<file path="src/rtl/multicycle_control.sv">
// ============================================================================
// Module      : multicycle_control
// Description : Multicycle control FSM for the single-datapath CPU. Sequences
//               each instruction through FETCH/DECODE/EXEC/MEM/WB, drives the
//               PC, IR, register-file, ALU and data-memory strobes, and counts
//               retired instructions.
// Revision    : 1.0 - initial release
// ----------------------------------------------------------------------------
// Ports:
//   clk, rst        : rising-edge clock, synchronous active-high reset
//   opcode, funct   : instr[31:26] / instr[5:0] from the instruction register
//   zero            : ALU zero flag (branch decision in EXEC)
//   mem_ready       : data-memory ready (only with MULTICYCLE_MEM_WAIT_EN)
//   ir_we           : load instruction register
//   pc_inc/_branch/_jump/_jr : PC update selects (one-hot on retire)
//   alu_op, alu_src : ALU function (ADD/SUB/XOR/SLT) and B-operand select
//   reg_we, reg_dst, wb_sel : register-file write, destination, source
//   mem_re, mem_we  : data-memory read / write
//   illegal         : sticky unsupported-instruction flag
//   state           : current FSM state
//   instr_count     : retired-instruction counter (wraps)
// Configuration:
//   MULTICYCLE_MEM_WAIT_EN : when defined, MEM stalls until mem_ready=1.
// ============================================================================
`default_nettype none

module multicycle_control #(
    parameter int CNT_W = 32
) (
    input  logic             clk,
    input  logic             rst,
    input  logic [5:0]       opcode,
    input  logic [5:0]       funct,
    input  logic             zero,
    input  logic             mem_ready,
    output logic             ir_we,
    output logic             pc_inc,
    output logic             pc_branch,
    output logic             pc_jump,
    output logic             pc_jr,
    output logic [2:0]       alu_op,
    output logic             alu_src,
    output logic             reg_we,
    output logic [1:0]       reg_dst,
    output logic [1:0]       wb_sel,
    output logic             mem_re,
    output logic             mem_we,
    output logic             illegal,
    output logic [2:0]       state,
    output logic [CNT_W-1:0] instr_count
);

    localparam logic [2:0] ST_FETCH  = 3'd0;
    localparam logic [2:0] ST_DECODE = 3'd1;
    localparam logic [2:0] ST_EXEC   = 3'd2;
    localparam logic [2:0] ST_MEM    = 3'd3;
    localparam logic [2:0] ST_WB     = 3'd4;
    localparam logic [2:0] ST_HALT   = 3'd7;

    localparam logic [5:0] OP_RTYPE = 6'b000000;
    localparam logic [5:0] OP_LW    = 6'b100011;
    localparam logic [5:0] OP_SW    = 6'b101011;
    localparam logic [5:0] OP_BEQ   = 6'b000100;
    localparam logic [5:0] OP_BNE   = 6'b000101;
    localparam logic [5:0] OP_XORI  = 6'b001110;
    localparam logic [5:0] OP_J     = 6'b000010;
    localparam logic [5:0] OP_JAL   = 6'b000011;

    localparam logic [5:0] FN_ADD   = 6'b100000;
    localparam logic [5:0] FN_SUB   = 6'b100010;
    localparam logic [5:0] FN_SLT   = 6'b101010;
    localparam logic [5:0] FN_JR    = 6'b001000;

    localparam logic [2:0] ALU_ADD  = 3'b000;
    localparam logic [2:0] ALU_SUB  = 3'b001;
    localparam logic [2:0] ALU_XOR  = 3'b010;
    localparam logic [2:0] ALU_SLT  = 3'b011;

    logic [2:0]       state_q, state_d;
    logic             illegal_q, illegal_d;
    logic [CNT_W-1:0] instr_count_q, instr_count_d;

    // Instruction class decode
    logic w_is_rtype, w_is_alu_r, w_is_jr, w_is_lw, w_is_sw, w_is_beq, w_is_bne;
    logic w_is_xori, w_is_j, w_is_jal, w_legal, w_mem_done, w_taken, w_retire;

    assign w_is_rtype = (opcode == OP_RTYPE);
    assign w_is_alu_r = w_is_rtype &&
                        (funct == FN_ADD || funct == FN_SUB || funct == FN_SLT);
    assign w_is_jr    = w_is_rtype && (funct == FN_JR);
    assign w_is_lw    = (opcode == OP_LW);
    assign w_is_sw    = (opcode == OP_SW);
    assign w_is_beq   = (opcode == OP_BEQ);
    assign w_is_bne   = (opcode == OP_BNE);
    assign w_is_xori  = (opcode == OP_XORI);
    assign w_is_j     = (opcode == OP_J);
    assign w_is_jal   = (opcode == OP_JAL);
    assign w_legal    = w_is_alu_r | w_is_jr | w_is_lw | w_is_sw | w_is_beq |
                        w_is_bne | w_is_xori | w_is_j | w_is_jal;
    assign w_taken    = (w_is_beq & zero) | (w_is_bne & ~zero);

`ifdef MULTICYCLE_MEM_WAIT_EN
    assign w_mem_done = mem_ready;
`else
    // MEM is single-cycle; mem_ready is deliberately ignored.
    logic w_unused_mem_ready;
    assign w_unused_mem_ready = mem_ready;
    assign w_mem_done = 1'b1;
`endif

    always_comb begin
        state_d   = state_q;
        illegal_d = illegal_q;
        ir_we     = 1'b0;
        pc_inc    = 1'b0;
        pc_branch = 1'b0;
        pc_jump   = 1'b0;
        pc_jr     = 1'b0;
        alu_op    = ALU_ADD;
        alu_src   = 1'b0;
        reg_we    = 1'b0;
        reg_dst   = 2'd0;
        wb_sel    = 2'd0;
        mem_re    = 1'b0;
        mem_we    = 1'b0;

        // ALU controls are a function of the instruction alone, so holding
        // them across EXEC/MEM/WB needs no extra storage: opcode/funct are
        // stable until retire.
        if (state_q == ST_EXEC || state_q == ST_MEM || state_q == ST_WB) begin
            if (w_is_rtype) begin
                alu_src = 1'b0;
                case (funct)
                    FN_SUB:  alu_op = ALU_SUB;
                    FN_SLT:  alu_op = ALU_SLT;
                    default: alu_op = ALU_ADD;
                endcase
            end else if (w_is_xori) begin
                alu_op  = ALU_XOR;
                alu_src = 1'b1;
            end else if (w_is_lw || w_is_sw) begin
                alu_op  = ALU_ADD;
                alu_src = 1'b1;
            end else if (w_is_beq || w_is_bne) begin
                alu_op  = ALU_SUB;
                alu_src = 1'b0;
            end
        end

        case (state_q)
            ST_FETCH: begin
                ir_we   = 1'b1;
                state_d = ST_DECODE;
            end
            ST_DECODE: begin
                if (!w_legal) begin
                    illegal_d = 1'b1;
                    state_d   = ST_HALT;
                end else if (w_is_j) begin
                    pc_jump = 1'b1;
                    state_d = ST_FETCH;
                end else if (w_is_jal) begin
                    pc_jump = 1'b1;
                    reg_we  = 1'b1;
                    reg_dst = 2'd2;
                    wb_sel  = 2'd2;
                    state_d = ST_FETCH;
                end else if (w_is_jr) begin
                    pc_jr   = 1'b1;
                    state_d = ST_FETCH;
                end else begin
                    state_d = ST_EXEC;
                end
            end
            ST_EXEC: begin
                if (w_is_beq || w_is_bne) begin
                    pc_branch = w_taken;
                    pc_inc    = ~w_taken;
                    state_d   = ST_FETCH;
                end else if (w_is_lw || w_is_sw) begin
                    state_d = ST_MEM;
                end else begin
                    state_d = ST_WB;
                end
            end
            ST_MEM: begin
                if (w_is_lw) begin
                    mem_re = 1'b1;
                    if (w_mem_done) state_d = ST_WB;
                end else begin
                    mem_we = 1'b1;
                    if (w_mem_done) begin
                        pc_inc  = 1'b1;
                        state_d = ST_FETCH;
                    end
                end
            end
            ST_WB: begin
                reg_we  = 1'b1;
                pc_inc  = 1'b1;
                reg_dst = w_is_rtype ? 2'd1 : 2'd0;
                wb_sel  = w_is_lw ? 2'd1 : 2'd0;
                state_d = ST_FETCH;
            end
            ST_HALT: begin
                state_d = ST_HALT;
            end
            default: begin
                state_d = ST_FETCH;
            end
        endcase

        // Reset forces every strobe low immediately, not just after the edge,
        // so an instruction in flight never retires.
        if (rst) begin
            ir_we     = 1'b0;
            pc_inc    = 1'b0;
            pc_branch = 1'b0;
            pc_jump   = 1'b0;
            pc_jr     = 1'b0;
            alu_op    = ALU_ADD;
            alu_src   = 1'b0;
            reg_we    = 1'b0;
            reg_dst   = 2'd0;
            wb_sel    = 2'd0;
            mem_re    = 1'b0;
            mem_we    = 1'b0;
        end
    end

    // A cycle retires exactly when it selects a PC update.
    assign w_retire      = pc_inc | pc_branch | pc_jump | pc_jr;
    assign instr_count_d = instr_count_q + {{(CNT_W-1){1'b0}}, w_retire};

    always_ff @(posedge clk) begin
        if (rst) begin
            state_q       <= ST_FETCH;
            illegal_q     <= 1'b0;
            instr_count_q <= '0;
        end else begin
            state_q       <= state_d;
            illegal_q     <= illegal_d;
            instr_count_q <= instr_count_d;
        end
    end

    assign state       = rst ? ST_FETCH : state_q;
    assign illegal     = illegal_q & ~rst;
    assign instr_count = rst ? '0 : instr_count_q;

endmodule

`default_nettype wire

</file>
<file path="config.mk">
export PLATFORM = sky130hd
export DESIGN_NAME = multicycle_control
export DESIGN_NICKNAME = d
export VERILOG_FILES = /design/src/rtl/multicycle_control.sv
export SDC_FILE = /design/constraint.sdc
export NUM_CORES = 1
export LEC_CHECK = 0
export CAP_MARGIN = 20
export CELL_PAD_IN_SITES_DETAIL_PLACEMENT = 0
export CELL_PAD_IN_SITES_GLOBAL_PLACEMENT = 1
export CORE_ASPECT_RATIO = 1.4
export CORE_MARGIN = 1
export CORE_UTILIZATION = 25
export DETAILED_ROUTE_END_ITERATION = 10
export GPL_ROUTABILITY_DRIVEN = 0
export PLACE_DENSITY = 0.68
export RECOVER_POWER = 100
export SYNTH_ARGS = -nofsm -noshare
export SYNTH_HDL_FRONTEND = slang
export SYNTH_SLANG_ARGS = --single-unit
</file>
<file path="constraint.sdc">
create_clock -name clk -period 3.26 [get_ports clk]
set_input_delay 0.489 -clock clk [delete_from_list [all_inputs] [get_ports clk]]
set_output_delay 0.489 -clock clk [all_outputs]
set_load 0.05 [all_outputs]
</file>
# After elaboration in Yosys (flattened, before gate mapping)
# Cells that the tools add are included.
# Widths: inputs -> output; s select.
[classes]
addsub = 1
eq_ne = 16
mux = 60
bitwise = 19
n_reduce_logical = 11
[op_table]
columns = ["cell", "n"]
rows = [
  ["$mux 1", 36],
  ["$add 32x1->32", 1],
  ["$mux 32", 1],
  ["$eq 6x6->1 const B", 5],
  ["$mux 3", 8],
  ["$mux 2", 9],
  ["$pmux 3 s5", 1],
  ["$eq 6x2->1 const B", 2],
  ["$eq 6x3->1 const B", 2],
  ["$eq 6x4->1 const B", 2],
  ["$or 1x1->1", 12],
  ["$pmux 2 s2", 3],
  ["$eq 3x2->1 const B", 2],
  ["$eq 3x3->1 const B", 2],
  ["$logic_not 6->1", 1],
  ["$logic_or 1x1->1", 6],
  ["$not 1->1", 4],
  ["$and 1x1->1", 3],
  ["$eq 3x1->1 const B", 1],
  ["$logic_not 3->1", 1],
  ["$pmux 1 s3", 1],
  ["$logic_and 1x1->1", 2],
  ["$pmux 1 s2", 1],
  ["$reduce_and 2->1", 1],
]
[totals]
regBits = 36
out_inout_bits = 52
wordCells = 110

# Depth between registers and ports, before layout
# Gate-level depths: netlist of the first run.
[logic_depth]
depth_word = 18
ltp_mapped = 12

# Worst setup path after synthesis of the first run
# No wires, ideal clock.
[synth_path]
path_type = "input port to flip-flop"
startpoint = "in rst"
endpoint = "reg instr_count_q[27]"
t_arrival_ps = 3323
t_required_ps = 3139
setup_slack_ps = -184
path_stages = 12
path_buffers = 4
cell_sequence = "buf_1 -> clkbuf_1 -> nor2_1 -> nand2_1 -> nand4_1 -> ha_1 -> and2_1 -> clkbuf_1 -> nand4_1 -> clkbuf_1 -> nor4_1 -> mux2_2"
[synth_via]
elab_chain_cells = 5
word_cells_on_any_way = 8
classes_between = "add/sub: 1; mux: 4; bitwise: 3"
[synth_lines]
columns = ["element", "line_no", "source"]
rows = [
  ["start, declared", "31", "input logic rst,"],
  ["$mux 1", "215", "if (rst) begin"],
  ["$or 1x1->1 (3 in series)", "232", "assign w_retire = pc_inc | pc_branch | pc_jump | pc_jr;"],
  ["$add 32x1->32", "233", "assign instr_count_d = instr_count_q + {{(CNT_W-1){1'b0}}, w_retire};"],
  ["end signal, assigned", "243", "instr_count_q <= instr_count_d;"],
  ["end, declared", "81", "logic [CNT_W-1:0] instr_count_q, instr_count_d;"],
]
# Several ways; a longest one is shown, not always the timed one.
# A chain may end at the register's enable or synchronous reset.

# Worst setup path after layout of the first run
[layout_path]
startpoint = "in rst"
endpoint = "out instr_count[27]"
[layout_via]
elab_chain_cells = 1
[layout_lines]
columns = ["element", "line_no", "source"]
rows = [
  ["$mux 32", "249", "assign instr_count = rst ? '0 : instr_count_q;"],
  ["end, declared", "50", "output logic [CNT_W-1:0] instr_count"],
]
# Every way passes these cells.

==> metrics, run 1 <==
Final Slew Violations=0; WP data arrival=2.57 ns; Synth area leaders=dfxtp_1 (32%), nor2b_1 (9.3%), mux2_2 (7.6%); status=completed; critical path required time=2.77 ns; P_leak=1.26 nW; first-pass GRT wire length=9610 µm; Mapped Avg Cell Area=7.74 µm²; Clock Root Buffer=clkbuf_16; total I/O pin count=68; fin nets=383; setup ws final=0.203 ns; CTS Hold Bufs=0; reg-to-reg startpoint=state_q[1]$_SDFF_PP0_; Reg clk slew, reported paths=0.05 ns; Die Area=9310 µm²; commonest cells in the netlist=nor2_1 (45), dfxtp_1 (36), nor2b_1 (33), nand2_1 (16); depth of the most critical reg-to-reg path=10; Worst setup EP type=primary output; diodes inserted=0; Startpoint Class=input pin; Setup Skew=0.00605 ns; Peak supply drop=0.000210 V; Crit-path slowest cell=dlygate4sd3_1; Hold Fails Final Rpt=0; fmax=327 MHz; worst reg2reg endpoint=instr_count_q[31]$_SDFF_PP0_; pin count of the biggest net entering global routing=41; Post-DP HPWL=4520 µm; Vias=2,224; fin util=0.366; Tcrit/Tclk final=0.938; CTS tree=built; PwrDens=402 nW/µm²; share of cells above drive strength 1=0.134; Num CTS Buffers=5; Worst Tran Pin Value=0.743 ns; register area share after synthesis=0.323; DR WL/cell=12.5 µm; EDFF count, synth=0; hold crit path type=flip-flop to flip-flop; worst slack at placement=-0.166 ns; RSZ-0062 raised after global routing=false; Levels on crit path=5; Crit path largest cell delay=0.91 ns; Longest Clk Path Bufs=2; Initial Util=0.259; CTS Sinks=36; final setup vio count=0; Tmin final=3.06 ns; CP startpoint=rst; Net Count, Synth=306; htree depth=2; Remaining DRCs=0; Final Routed Wirelength=5880 µm; maxcap violations=0; setup slack, reg-to-reg=0.52 ns; die width=81.8 µm; via density per instance=4.73; Top FF cell, synth=dfxtp_1; Setup Fix Bufs, Post-CTS=0; vias in the first global route=2,051; CP Capture Point=instr_count[27]; TritonRoute pass-1 iters=4; row count=40; Synth area leader=dfxtp_1; fill cell count=941; worst skew pair latency=0.28 ns; Synth warnings=0; kind of cell adding the most delay to the critical path=buffers and inverters; synth-to-layout area growth=41.1%; WS Path Type=input pin to primary output; most common cell in the netlist=nor2_1; Slew headroom=0.505; hold_ws=0.501 ns; GRT Total Usage=0.132; async set-reset flop share out of synthesis=0; port bufs=65; crit-path max FO=40; CP cell instances=buf_2 > buf_4 > clkbuf_2 > nor2b_1 > dlygate4sd3_1; initial DRC count=80; flops & latches, synth=36; GRT overflow=0; die height=114 µm; Crit path buffers/inverters=4; initial antenna violation count=0; Syn Inst Count=288; post-synth design cell area=2230 µm²; Yosys top cell area share=0.323; antenna-violating nets left=0; Yosys cell types=46; CORE AREA=8610 µm²
-- where the power goes --
group          switching, mW  leakage [nW]  internal (mW)
Clock                  0.168        0.0667          0.277
Combinational          0.197         0.902          0.117
Sequential            0.0409         0.291          0.464
Total                  0.405          1.26          0.858
-- cells by family (layout without fill, tap and decap cells) --
logic type                 after synthesis  after routing  share of synthesized area
other                                    1              1                    0.00168
and+or+nand+nor                        168            168                      0.405
buffers and inverters                   28            105                     0.0561
muxes                                   17             17                     0.0870
xor gates and xnor gates                13             13                     0.0511
DFF                                     36             36                      0.323
adders and majority gates                2              2                     0.0112
AOI/OAI and AO/OA                       23             23                     0.0645
-- cell usage in the layout, fill, tap and decap left out, types with 11 or more instances in the layout --
| master | synthesis | routed |
|---|---|---|
| nor2_1 | 45 | 44 |
| dfxtp_1 | 36 | 36 |
| dlygate4sd3_1 | 0 | 36 |
| nor2b_1 | 33 | 33 |
| clkbuf_1 | 10 | 18 |
| buf_4 | 2 | 18 |
| nand2_1 | 16 | 16 |
| mux2_2 | 15 | 15 |
| nor3_1 | 15 | 14 |
| clkdlybuf4s50_1 | 0 | 14 |
| nand4_1 | 11 | 11 |
-- worst min-delay path, stage by stage, from the launching register on --
cell and delay (ns):
dfxtp_1 0.32, o21ai_0 0.07, a21oi_1 0.06
-- timing repair --
| item | 4_1_cts | 5_1_grt |
|---|---|---|
| resized for setup | 0 | 3 |
| hold endpoints to repair | 0 | 0 |
| setup endpoints to repair | 0 | 5 |
-- registers in the layout, summed over array words and instances, names as in the netlist --
name and cells:
instr_count_q 32, state_q 3, illegal_q 1
-- layer usage --
layer / wire, µm / part of all wire / up-vias / track usage
met5: 0 / 0 / - / 0
met4: 149 / 0.025 / 0 / 0.0596
met3: 201 / 0.034 / 11 / 0.0192
met2: 3080 / 0.52 / 56 / 0.241
met1: 2450 / 0.42 / 1010 / 0.146
li1: - / - / 1147 / -
-- per-stage QoR --
stage          power, mW  instances  setup TNS, ns  instance area (µm²)
2_1_floorplan      0.727        288              0                 2230
3_3_place_gp       0.844        463         -0.320                 3110
3_5_place_dp       0.840        463          -1.24                 3110
4_1_cts             1.29        470              0                 3240
5_1_grt             1.33        470              0                 3150
6_report            1.26        470              0                 3150
-- worst min-delay path by stage --
stage	start	endpoint	depth (start not counted)
2_1_floorplan	instr_count_q[13]$_SDFF_PP0_	instr_count_q[13]$_SDFF_PP0_	2
3_5_place_dp	instr_count_q[13]$_SDFF_PP0_	instr_count_q[13]$_SDFF_PP0_	2
3_3_place_gp	instr_count_q[13]$_SDFF_PP0_	instr_count_q[13]$_SDFF_PP0_	2
5_1_grt	instr_count_q[30]$_SDFF_PP0_	instr_count_q[30]$_SDFF_PP0_	2
4_1_cts	instr_count_q[13]$_SDFF_PP0_	instr_count_q[13]$_SDFF_PP0_	2
6_report	instr_count_q[13]$_SDFF_PP0_	instr_count_q[13]$_SDFF_PP0_	2
-- layout make-up --
class                      count  area [µm²]  area share
timing repair buffer          88         729       0.232
clock buffer                   6         129      0.0410
clock inverter                 1        5.00     0.00159
tap                          105         131      0.0417
multi-input combinational    224        1390       0.443
inverter                      10        37.5      0.0119
sequential                    36         721       0.229
Power figures use the tool's default switching activity.
==> run 2: changes to the inputs <==
Settings changed: CELL_PAD_IN_SITES_DETAIL_PLACEMENT 0 to not set, CELL_PAD_IN_SITES_GLOBAL_PLACEMENT 1 to not set, CORE_UTILIZATION 25 to 47, PLACE_DENSITY 0.68 to 0.85.
==> metrics, run 2 (synthesis results as in run 1) <==
RSZ-0062 raised after global routing=false (unchanged); first-pass GRT wire length=9170 µm (was 9610 µm); Setup Skew=0.00500 ns (was 0.00605 ns); CTS Sinks=36 (unchanged); antenna-violating nets left=0 (unchanged); Worst Tran Pin Value=0.626 ns (was 0.743 ns); final setup vio count=0 (unchanged); port bufs=65 (unchanged); area occupied by registers=721 µm² (unchanged); Remaining DRCs=0 (unchanged); biggest regs=instr_count_q: 32 flops, state_q: 3 flops, illegal_q: 1 flops (unchanged); TritonRoute pass-1 iters=4 (unchanged); CTS tree=built (unchanged); CTS Hold Bufs=0 (unchanged); fill cell count=413 (was 941); total I/O pin count=68 (unchanged); Tmin final=3.11 ns (was 3.06 ns); most flop-heavy register=instr_count_q (unchanged); die width=60.2 µm (was 81.8 µm); die height=83.5 µm (was 114 µm); crit-path max FO=5 (was 40); Final Slew Violations=0 (unchanged); row count=29 (was 40); Inst Count DP=418 (was 463); Slew headroom=0.585 (was 0.505); Crit-path slowest cell=clkdlybuf4s50_1 (was dlygate4sd3_1); Final Routed Wirelength=5440 µm (was 5880 µm); CP most frequent cell=clkdlybuf4s50_1; critical path required time=2.77 ns (about the same); CP cell instances=clkdlybuf4s50_1 > buf_4 > nor2b_1 > clkbuf_1 > nand4_1 > and3_1 > clkdlybuf4s50_1 (was buf_2 > buf_4 > clkbuf_2 > nor2b_1 > dlygate4sd3_1); Die Area=5030 µm² (was 9310 µm²); maxcap violations=0 (unchanged); initial DRC count=111 (was 80); fin nets=381 (was 383); hold_ws=0.520 ns (was 0.501 ns); synth-to-layout area growth=36.0% (was 41.1%); Final TNS setup=0 ns (unchanged); Tcrit/Tclk final=0.955 (was 0.938); diodes inserted=0 (unchanged); kind of cell adding the most delay to the critical path=buffers and inverters (unchanged); Worst setup EP type=primary output (unchanged); worst skew pair latency=0.28 ns (about the same); post-cts sizing count=0 (unchanged); Longest Clk Path Bufs=2 (unchanged); WS Path Type=input pin to primary output (unchanged); DR WL/cell=12.8 µm (was 12.5 µm); Vias=2,264 (was 2,224); Crit path largest cell delay=0.69 ns (was 0.91 ns); vias in the first global route=2,103 (was 2,051); status=completed (unchanged); via density per instance=5.31 (was 4.73); Clock Root Buffer=clkbuf_8 (was clkbuf_16); htree depth=2 (unchanged); Largest register FFs=32 (unchanged); share of cells above drive strength 1=0.126 (was 0.134); Peak supply drop=0.000312 V (was 0.000210 V); pin count of the biggest net entering global routing=49 (was 41); fin util=0.668 (was 0.366); Area after DPL=3040 µm² (was 3110 µm²); Post-DP HPWL=4220 µm (was 4520 µm); GRT Total Usage=0.233 (was 0.132); commonest non-fill, non-tap cell in the layout=nor2_1 (unchanged); Initial Util=0.492 (was 0.259); Final Power=1.13 mW (was 1.26 mW); PwrDens=374 nW/µm² (was 402 nW/µm²); Reg clk slew, reported paths=0.06 ns (was 0.05 ns); Multi-input gate area=1380 µm² (was 1390 µm²); hold crit path type=flip-flop to flip-flop (unchanged); Num CTS Buffers=5 (unchanged); commonest cells after routing, fill and taps aside=nor2_1 (44), dlygate4sd3_1 (37), dfxtp_1 (36), nor2b_1 (33), buf_4 (17) (was nor2_1 (44), dfxtp_1 (36), dlygate4sd3_1 (36), nor2b_1 (33)); Crit path buffers/inverters=4 (unchanged); GRT overflow=0 (unchanged); worst slack at placement=-0.153 ns (was -0.166 ns); fmax=321 MHz (was 327 MHz); Setup Fix Bufs, Post-CTS=0 (unchanged); setup ws final=0.146 ns (was 0.203 ns); Hold Fails Final Rpt=0 (unchanged); WP data arrival=2.62 ns (was 2.57 ns); CORE AREA=4540 µm² (was 8610 µm²); Startpoint Class=input pin (unchanged); initial antenna violation count=0 (unchanged); final std cells w/o fill=426 (was 470); P_leak=1.25 nW (was 1.26 nW); Final Instance Area=3030 µm² (was 3150 µm²)
run 2: cell types whose count changed in the layout (fill, tap and decap cells not counted), sizes merged:
cell	delta
buf	-2
clkinv	-1
dlygate4sd3	+1
dlymetal6s2s	+1
run 2: worst register-to-register path, stage by stage, from the launching register on:
cell,delay [ns]
dfxtp_1,0.39
nor2_1,0.20
nand2_1,0.09
or4_1,0.54
nand4_1,0.12
ha_1,0.19
and2_1,0.15
nand4_1,0.08
buf_4,0.20
nor4_1,0.30
mux2_2,0.38
run 2: path summary, 6_finish.rpt:
check | cells after the start | endpoint | startpoint | slack [ns]
max reg2reg | 10 | instr_count_q[19]$_SDFF_PP0_ | state_q[2]$_SDFF_PP0_ | 0.52
min | 2 | instr_count_q[13]$_SDFF_PP0_ | instr_count_q[13]$_SDFF_PP0_ | 0.52
min reg2reg | 2 | instr_count_q[13]$_SDFF_PP0_ | instr_count_q[13]$_SDFF_PP0_ | 0.52
max | 7 | mem_we | opcode[1] | 0.15
run 2: metal layers:
| metal | track usage | share of wire | vias to the layer above |
|---|---|---|---|
| li1 | - | - | 1146 |
| met1 | 0.250 | 0.38 | 1043 |
| met2 | 0.427 | 0.56 | 65 |
| met3 | 0.0279 | 0.036 | 10 |
| met4 | 0.110 | 0.025 | 0 |
| met5 | 0 | 0 | - |
run 2: area by class of cell:
type / count / area share
Multi-Input combinational cell: 224 / 0.456
Timing Repair Buffer: 86 / 0.239
Sequential cell: 36 / 0.238
Clock buffer: 8 / 0.0297
Tap cell: 62 / 0.0256
Inverter: 10 / 0.0124
run 2: where the power goes:
group	total, mW	switching (mW)	internal, mW
logic	0.313	0.194	0.119
registers	0.505	0.0415	0.463
clock network	0.316	0.144	0.172
